$ cat src/rtl/gather_pkg.sv
// Shared types and constants for the gather router output controller.
package gather_pkg;

    localparam logic [1:0] FLIT_HEAD = 2'b01;
    localparam logic [1:0] FLIT_BODY = 2'b10;
    localparam logic [1:0] FLIT_TAIL = 2'b11;

    typedef enum logic {
        VC_IDLE   = 1'b0,
        VC_ACTIVE = 1'b1
    } vc_state_e;

    // Width needed to hold a credit count in the range 0..depth inclusive.
    function automatic int unsigned credit_width(input int unsigned depth);
        return $clog2(depth + 1);
    endfunction

endpackage

$ cat src/rtl/gather_output_controller_rr_arbiter.sv
// N-wide round-robin arbiter: combinational grant from a registered pointer
// that moves to one past the winner whenever a grant is taken.
module gather_rr_arbiter #(
    parameter int unsigned N = 5
) (
    input  logic         clk,
    input  logic         rst,
    input  logic [N-1:0] req,
    input  logic         advance,
    output logic [N-1:0] grant
);

    localparam int unsigned PW = (N > 1) ? $clog2(N) : 1;

    logic [PW-1:0] ptr_q;
    logic [PW-1:0] win;
    logic          found;
    int unsigned   idx;

    always_comb begin
        grant = '0;
        win   = ptr_q;
        found = 1'b0;
        idx   = 0;
        for (int unsigned k = 0; k < N; k++) begin
            idx = (32'(ptr_q) + k) % N;
            if (!found && req[idx]) begin
                found      = 1'b1;
                grant[idx] = 1'b1;
                win        = PW'(idx);
            end
        end
    end

    always_ff @(posedge clk or posedge rst) begin
        if (rst) begin
            ptr_q <= '0;
        end else if (advance && found) begin
            ptr_q <= (win == PW'(N - 1)) ? '0 : win + 1'b1;
        end
    end

endmodule

$ cat src/rtl/gather_output_controller.sv
// Output-port VC allocator with per-VC ownership and credit tracking.
// Define GOC_ATOMIC_VC_EN to grant a VC only once its downstream buffer is drained.
module gather_output_controller
    import gather_pkg::*;
#(
    parameter int unsigned NI        = 5,
    parameter int unsigned CN        = 5,
    parameter int unsigned BUF_DEPTH = 4
) (
    input  logic             clk,
    input  logic             rst,
    input  logic [NI*CN-1:0] req_vc,
    output logic [NI-1:0]    vc_granted,
    output logic [NI*CN-1:0] sel_out_vc,
    input  logic             out_flit_fire,
    input  logic [CN-1:0]    out_flit_vc,
    input  logic [1:0]       out_flit_type,
    input  logic [CN-1:0]    credit_in,
    output logic [CN-1:0]    credit_avail,
    output logic [CN-1:0]    vc_busy,
    output logic             err_credit
);

    localparam int unsigned     CW       = credit_width(BUF_DEPTH);
    localparam logic [CW-1:0]   CRED_MAX = CW'(BUF_DEPTH);

    logic [CN-1:0] grantable;
    logic [CN-1:0] alloc_vc;
    logic [CN-1:0] err_vec;
    logic [NI-1:0] eligible;
    logic [CN-1:0] masked;
    logic [CN-1:0] lowbit;

    always_comb begin
        eligible = '0;
        for (int unsigned i = 0; i < NI; i++) begin
            eligible[i] = |(req_vc[i*CN +: CN] & grantable);
        end
    end

    gather_rr_arbiter #(.N(NI)) u_arb (
        .clk     (clk),
        .rst     (rst),
        .req     (eligible),
        .advance (|vc_granted),
        .grant   (vc_granted)
    );

    // Winner takes the lowest-index VC it asked for that is currently grantable.
    always_comb begin
        sel_out_vc = '0;
        alloc_vc   = '0;
        masked     = '0;
        lowbit     = '0;
        for (int unsigned i = 0; i < NI; i++) begin
            masked = req_vc[i*CN +: CN] & grantable;
            lowbit = masked & (~masked + CN'(1));
            if (vc_granted[i]) begin
                sel_out_vc[i*CN +: CN] = lowbit;
                alloc_vc               = alloc_vc | lowbit;
            end
        end
    end

    for (genvar v = 0; v < CN; v++) begin : g_vc
        vc_state_e     state_q, state_d;
        logic [CW-1:0] cred_q;
        logic          dec, inc;

        assign dec = out_flit_fire & out_flit_vc[v];
        assign inc = credit_in[v];

        always_comb begin
            state_d = state_q;
            unique case (state_q)
                VC_IDLE:   if (alloc_vc[v]) state_d = VC_ACTIVE;
                VC_ACTIVE: if (dec && out_flit_type == FLIT_TAIL) state_d = VC_IDLE;
            endcase
        end

        always_ff @(posedge clk or posedge rst) begin
            if (rst) state_q <= VC_IDLE;
            else     state_q <= state_d;
        end

        // Simultaneous fire and credit return cancel; counts saturate at both ends.
        always_ff @(posedge clk or posedge rst) begin
            if (rst) begin
                cred_q <= CRED_MAX;
            end else if (dec && !inc) begin
                if (cred_q != '0) cred_q <= cred_q - 1'b1;
            end else if (inc && !dec) begin
                if (cred_q != CRED_MAX) cred_q <= cred_q + 1'b1;
            end
        end

        assign err_vec[v]      = (dec && !inc && cred_q == '0) ||
                                 (inc && !dec && cred_q == CRED_MAX);
        assign vc_busy[v]      = (state_q == VC_ACTIVE);
        assign credit_avail[v] = (cred_q != '0);
`ifdef GOC_ATOMIC_VC_EN
        assign grantable[v]    = (state_q == VC_IDLE) && (cred_q == CRED_MAX);
`else
        assign grantable[v]    = (state_q == VC_IDLE);
`endif
    end

    always_ff @(posedge clk or posedge rst) begin
        if (rst)           err_credit <= 1'b0;
        else if (|err_vec) err_credit <= 1'b1;
    end

endmodule
$ cat config.mk
export PLATFORM = sky130hd
export DESIGN_NAME = gather_output_controller
export DESIGN_NICKNAME = d
export VERILOG_FILES = /design/src/rtl/gather_pkg.sv /design/src/rtl/gather_output_controller_rr_arbiter.sv /design/src/rtl/gather_output_controller.sv
export SDC_FILE = /design/constraint.sdc
export NUM_CORES = 1
export LEC_CHECK = 0
export ABC_AREA = 1
export CAP_MARGIN = 20
export CORE_ASPECT_RATIO = 1.25
export CORE_UTILIZATION = 59
export DETAILED_ROUTE_END_ITERATION = 16
export HOLD_SLACK_MARGIN = 0.12
export PLACE_DENSITY = 0.93
export SYNTH_ARGS = -nofsm -noshare
export SYNTH_HDL_FRONTEND = slang
export SYNTH_HIERARCHICAL = 1
export SYNTH_SLANG_ARGS = --single-unit
$ cat constraint.sdc
create_clock -name clk -period 8.4 [get_ports clk]
set_clock_uncertainty 0.1 [all_clocks]
set_input_delay 1.26 -clock clk [delete_from_list [all_inputs] [get_ports clk]]
set_output_delay 1.26 -clock clk [all_outputs]
set_load 0.03 [all_outputs]
==> flow_summary.toml, run 1 <==
[outcome]
status = "completed"

[synth]
synthesis.nets = 816
synth_cell_types = 45
synthDominantCellAreaShare = 0.165
async_reset_ff_frac = 1.00
synth-edff-count = 0
ys_seq_area_frac = 0.133
syn_area_sq_mm = 0.00456
yosys-top-cells-area = "nand2_1 17%, dfrtp_1 10%, ha_1 10%"
synth_cells = 733
synth-seq-cells = 24
synth-main-ff-cell = "dfrtp_1"
yosysWarnings = 6
synth_area_leader_cell = "nand2_1"
syn_avg_cell_area_sq_um = 6.22

[detailed_routing]
vias_per_cell = 5.72
avgRoutedWirePerCell_microns = 15.2
drt-initial-drc-count = 383
via_count = 5148
wirelength_microns = 13700
drc = 0
drt_first_pass_iters = 7
final_antenna_net_count = 0

[grt]
grt_max_degree = 22
antenna_found_initial = 0
gr-total-overflow = 0
grt_pass1_vias = 4891
grt_util_all_layers = 0.346
grt_pass1_wl_microns = 22100

[finish]
areaGrowthSynthToFinish_pct = 19.5
drive_gt1_frac = 0.155
final_nets = 892
antennaDiodeCount = 0

[critical_path]
cp.arrival_ns = 5.93
crit_path_end_kind = "output port"
regToRegSetupSlack_ns = 3.01
crit_start = "u_arb/ptr_q[0]"
cp.depth = 27
max_stage_delay_ns = 0.67
reg2reg_depth = 30
crit_fanout = 20
critPathKind = "reg -> out"
rr_startpoint = "u_arb/ptr_q[0]"
startpoint_type = "flop"
path_delay_family = "buffers and inverters"
path_buf_inv = 8
crit_path_end = "sel_out_vc[2]"
slowest_stage = "clkdlybuf4s50_1"
timing.rr.end = "u_arb/ptr_q[2]"
cp_data_required_time_ns = 7.04

[place]
finalWeightedCongestion = 1.00
hpwlAfterDp_microns = 11000
portBuffers = 80

[hold_path]
hold_class = "reg -> reg"

[floorplan]
io_pins = 81
start_util = 0.613
std_cell_rows = 35
die_y_microns = 100
coreArea_sq_mm = 0.00744
die_w_microns = 80.6
die-area_sq_mm = 0.00809

[timing]
maxSlewHeadroom = 0.456
final_max_slew_viol_count = 0
fin_tns_setup_ns = 0
hold_violations = 0
rsz0062_at_grt = "false"
period_minus_slack_ns = 7.29
fmax_mhz = 137
period_share = 0.867
finalSetupViolCount = 0
worst_pin_slew_ns = 0.815

[clock_tree]
clk_latency_ns = 0.27
root_buffer = "clkbuf_8"
numCtsBuffers = 3
cts_resized = 0
cts_tree = "yes"
clockBufferDepth = 2
cts.sinks = 24
cts_hold_buf = 0
post-cts-setup-buffers = 0
h-tree-depth = 1
clk_pin_slew_ns = 0.09

[run]
maxCapViolCount = 0
[tightest hold or removal path: cells and delay by family (launching register included)]
family	cells	cell delay, ns
flip-flops	1	0.39
AO/OA/AOI/OAI	1	0.07
AND/OR/NAND/NOR	1	0.06
[flip-flops by register name, indices dropped and copies added (netlist names)]
signal / flops
g_vc.cred_q: 15
err_credit: 1
u_arb/ptr_q: 3
g_vc.state_q: 5
[cells in the final DEF, fill, tap and decap left out, drive strengths merged, types with 6 or more instances in the layout]
cell,count
nand4,23
inv,138
o21ai,38
xor2,6
o211ai,10
nand3,61
dfrtp,19
nor2,71
nand2,252
ha,38
xnor2,7
clkdlybuf4s50,80
nor3,11
a21oi,18
[logic make-up after synthesis]
kind of cell               synth area share
AOI/OAI and AO/OA                     0.108
xor gates and xnor gates             0.0250
adders and majority gates             0.126
buffers and inverters                 0.135
DFF                                   0.133
and+or+nand+nor                       0.472
[synthesized netlist by cell type (all sizes together), types with 2 or more instances]
library cell  instances
nand2               252
nand4                23
nand3                61
or2                   3
xor2                  6
inv                 138
nor2                 71
a21oi                18
o211ai               10
nand3b                5
ha                   38
buf                  10
nor3                 11
o21ai                38
fa                    5
a211o                 2
xnor2                 7
dfrtp                19
a31o                  4
dfstp                 5
[layer usage]
layer  vias to the layer above  wire, microns  global-route usage
li1                       2465              -                   -
met5                         -              0                   0
met1                      2331           5230               0.398
met2                       302           6760               0.616
met4                         0            481               0.152
met3                        50           1230              0.0582
[worst min-delay path by stage]
stage / endpoint / depth (start not counted) / slack [ns] / from
floorplan: g_vc[0].cred_q[2] / 2 / 0.37 / g_vc[0].cred_q[2]
global placement: g_vc[0].cred_q[2] / 2 / 0.38 / g_vc[0].cred_q[2]
detailed placement: g_vc[0].cred_q[2] / 2 / 0.39 / g_vc[0].cred_q[2]
CTS: g_vc[2].cred_q[2] / 2 / 0.41 / g_vc[2].cred_q[2]
global route: g_vc[2].cred_q[2] / 2 / 0.43 / g_vc[2].cred_q[2]
finish: g_vc[4].cred_q[2] / 2 / 0.41 / g_vc[4].cred_q[2]
[area by class of cell]
cell class,count,area (sq um)
fillers,605,2000
clock buffers,4,55.1
multi-input cells,560,3340
flip-flops and latches,24,607
repair buffers,81,808
inverters,139,527
well taps,92,115
[per-stage QoR]
step | instances | hold slack [ns] | area [sq um] | utilization | worst slack, ns
final | 900 | 0.410 | 5450 | 0.732 | 1.11
after global routing | 900 | 0.430 | 5450 | 0.732 | 0.683
after CTS | 900 | 0.409 | 5450 | 0.732 | 1.28
after detailed placement | 896 | 0.387 | 5390 | 0.725 | 1.59
after global placement | 896 | 0.379 | 5390 | 0.725 | 1.82
after floorplan | 733 | 0.373 | 4560 | - | 2.52
Power of run 1 is not shown: default switching activity piles up to over one toggle a cycle in this logic, so the estimate is an artifact.
==> run 2, diff against run 1 <==
--- a/config.mk
+++ b/config.mk
@@ -10,7 +10,7 @@
 export CORE_ASPECT_RATIO = 1.25
 export CORE_UTILIZATION = 59
 export DETAILED_ROUTE_END_ITERATION = 16
-export HOLD_SLACK_MARGIN = 0.12
+export HOLD_SLACK_MARGIN = 0.08
 export PLACE_DENSITY = 0.93
 export SYNTH_ARGS = -nofsm -noshare
 export SYNTH_HDL_FRONTEND = slang
==> results of run 2 <==
Final layout, timing and power as in run 1 (identical DEF).
Power of run 2 is left out for the same reason.
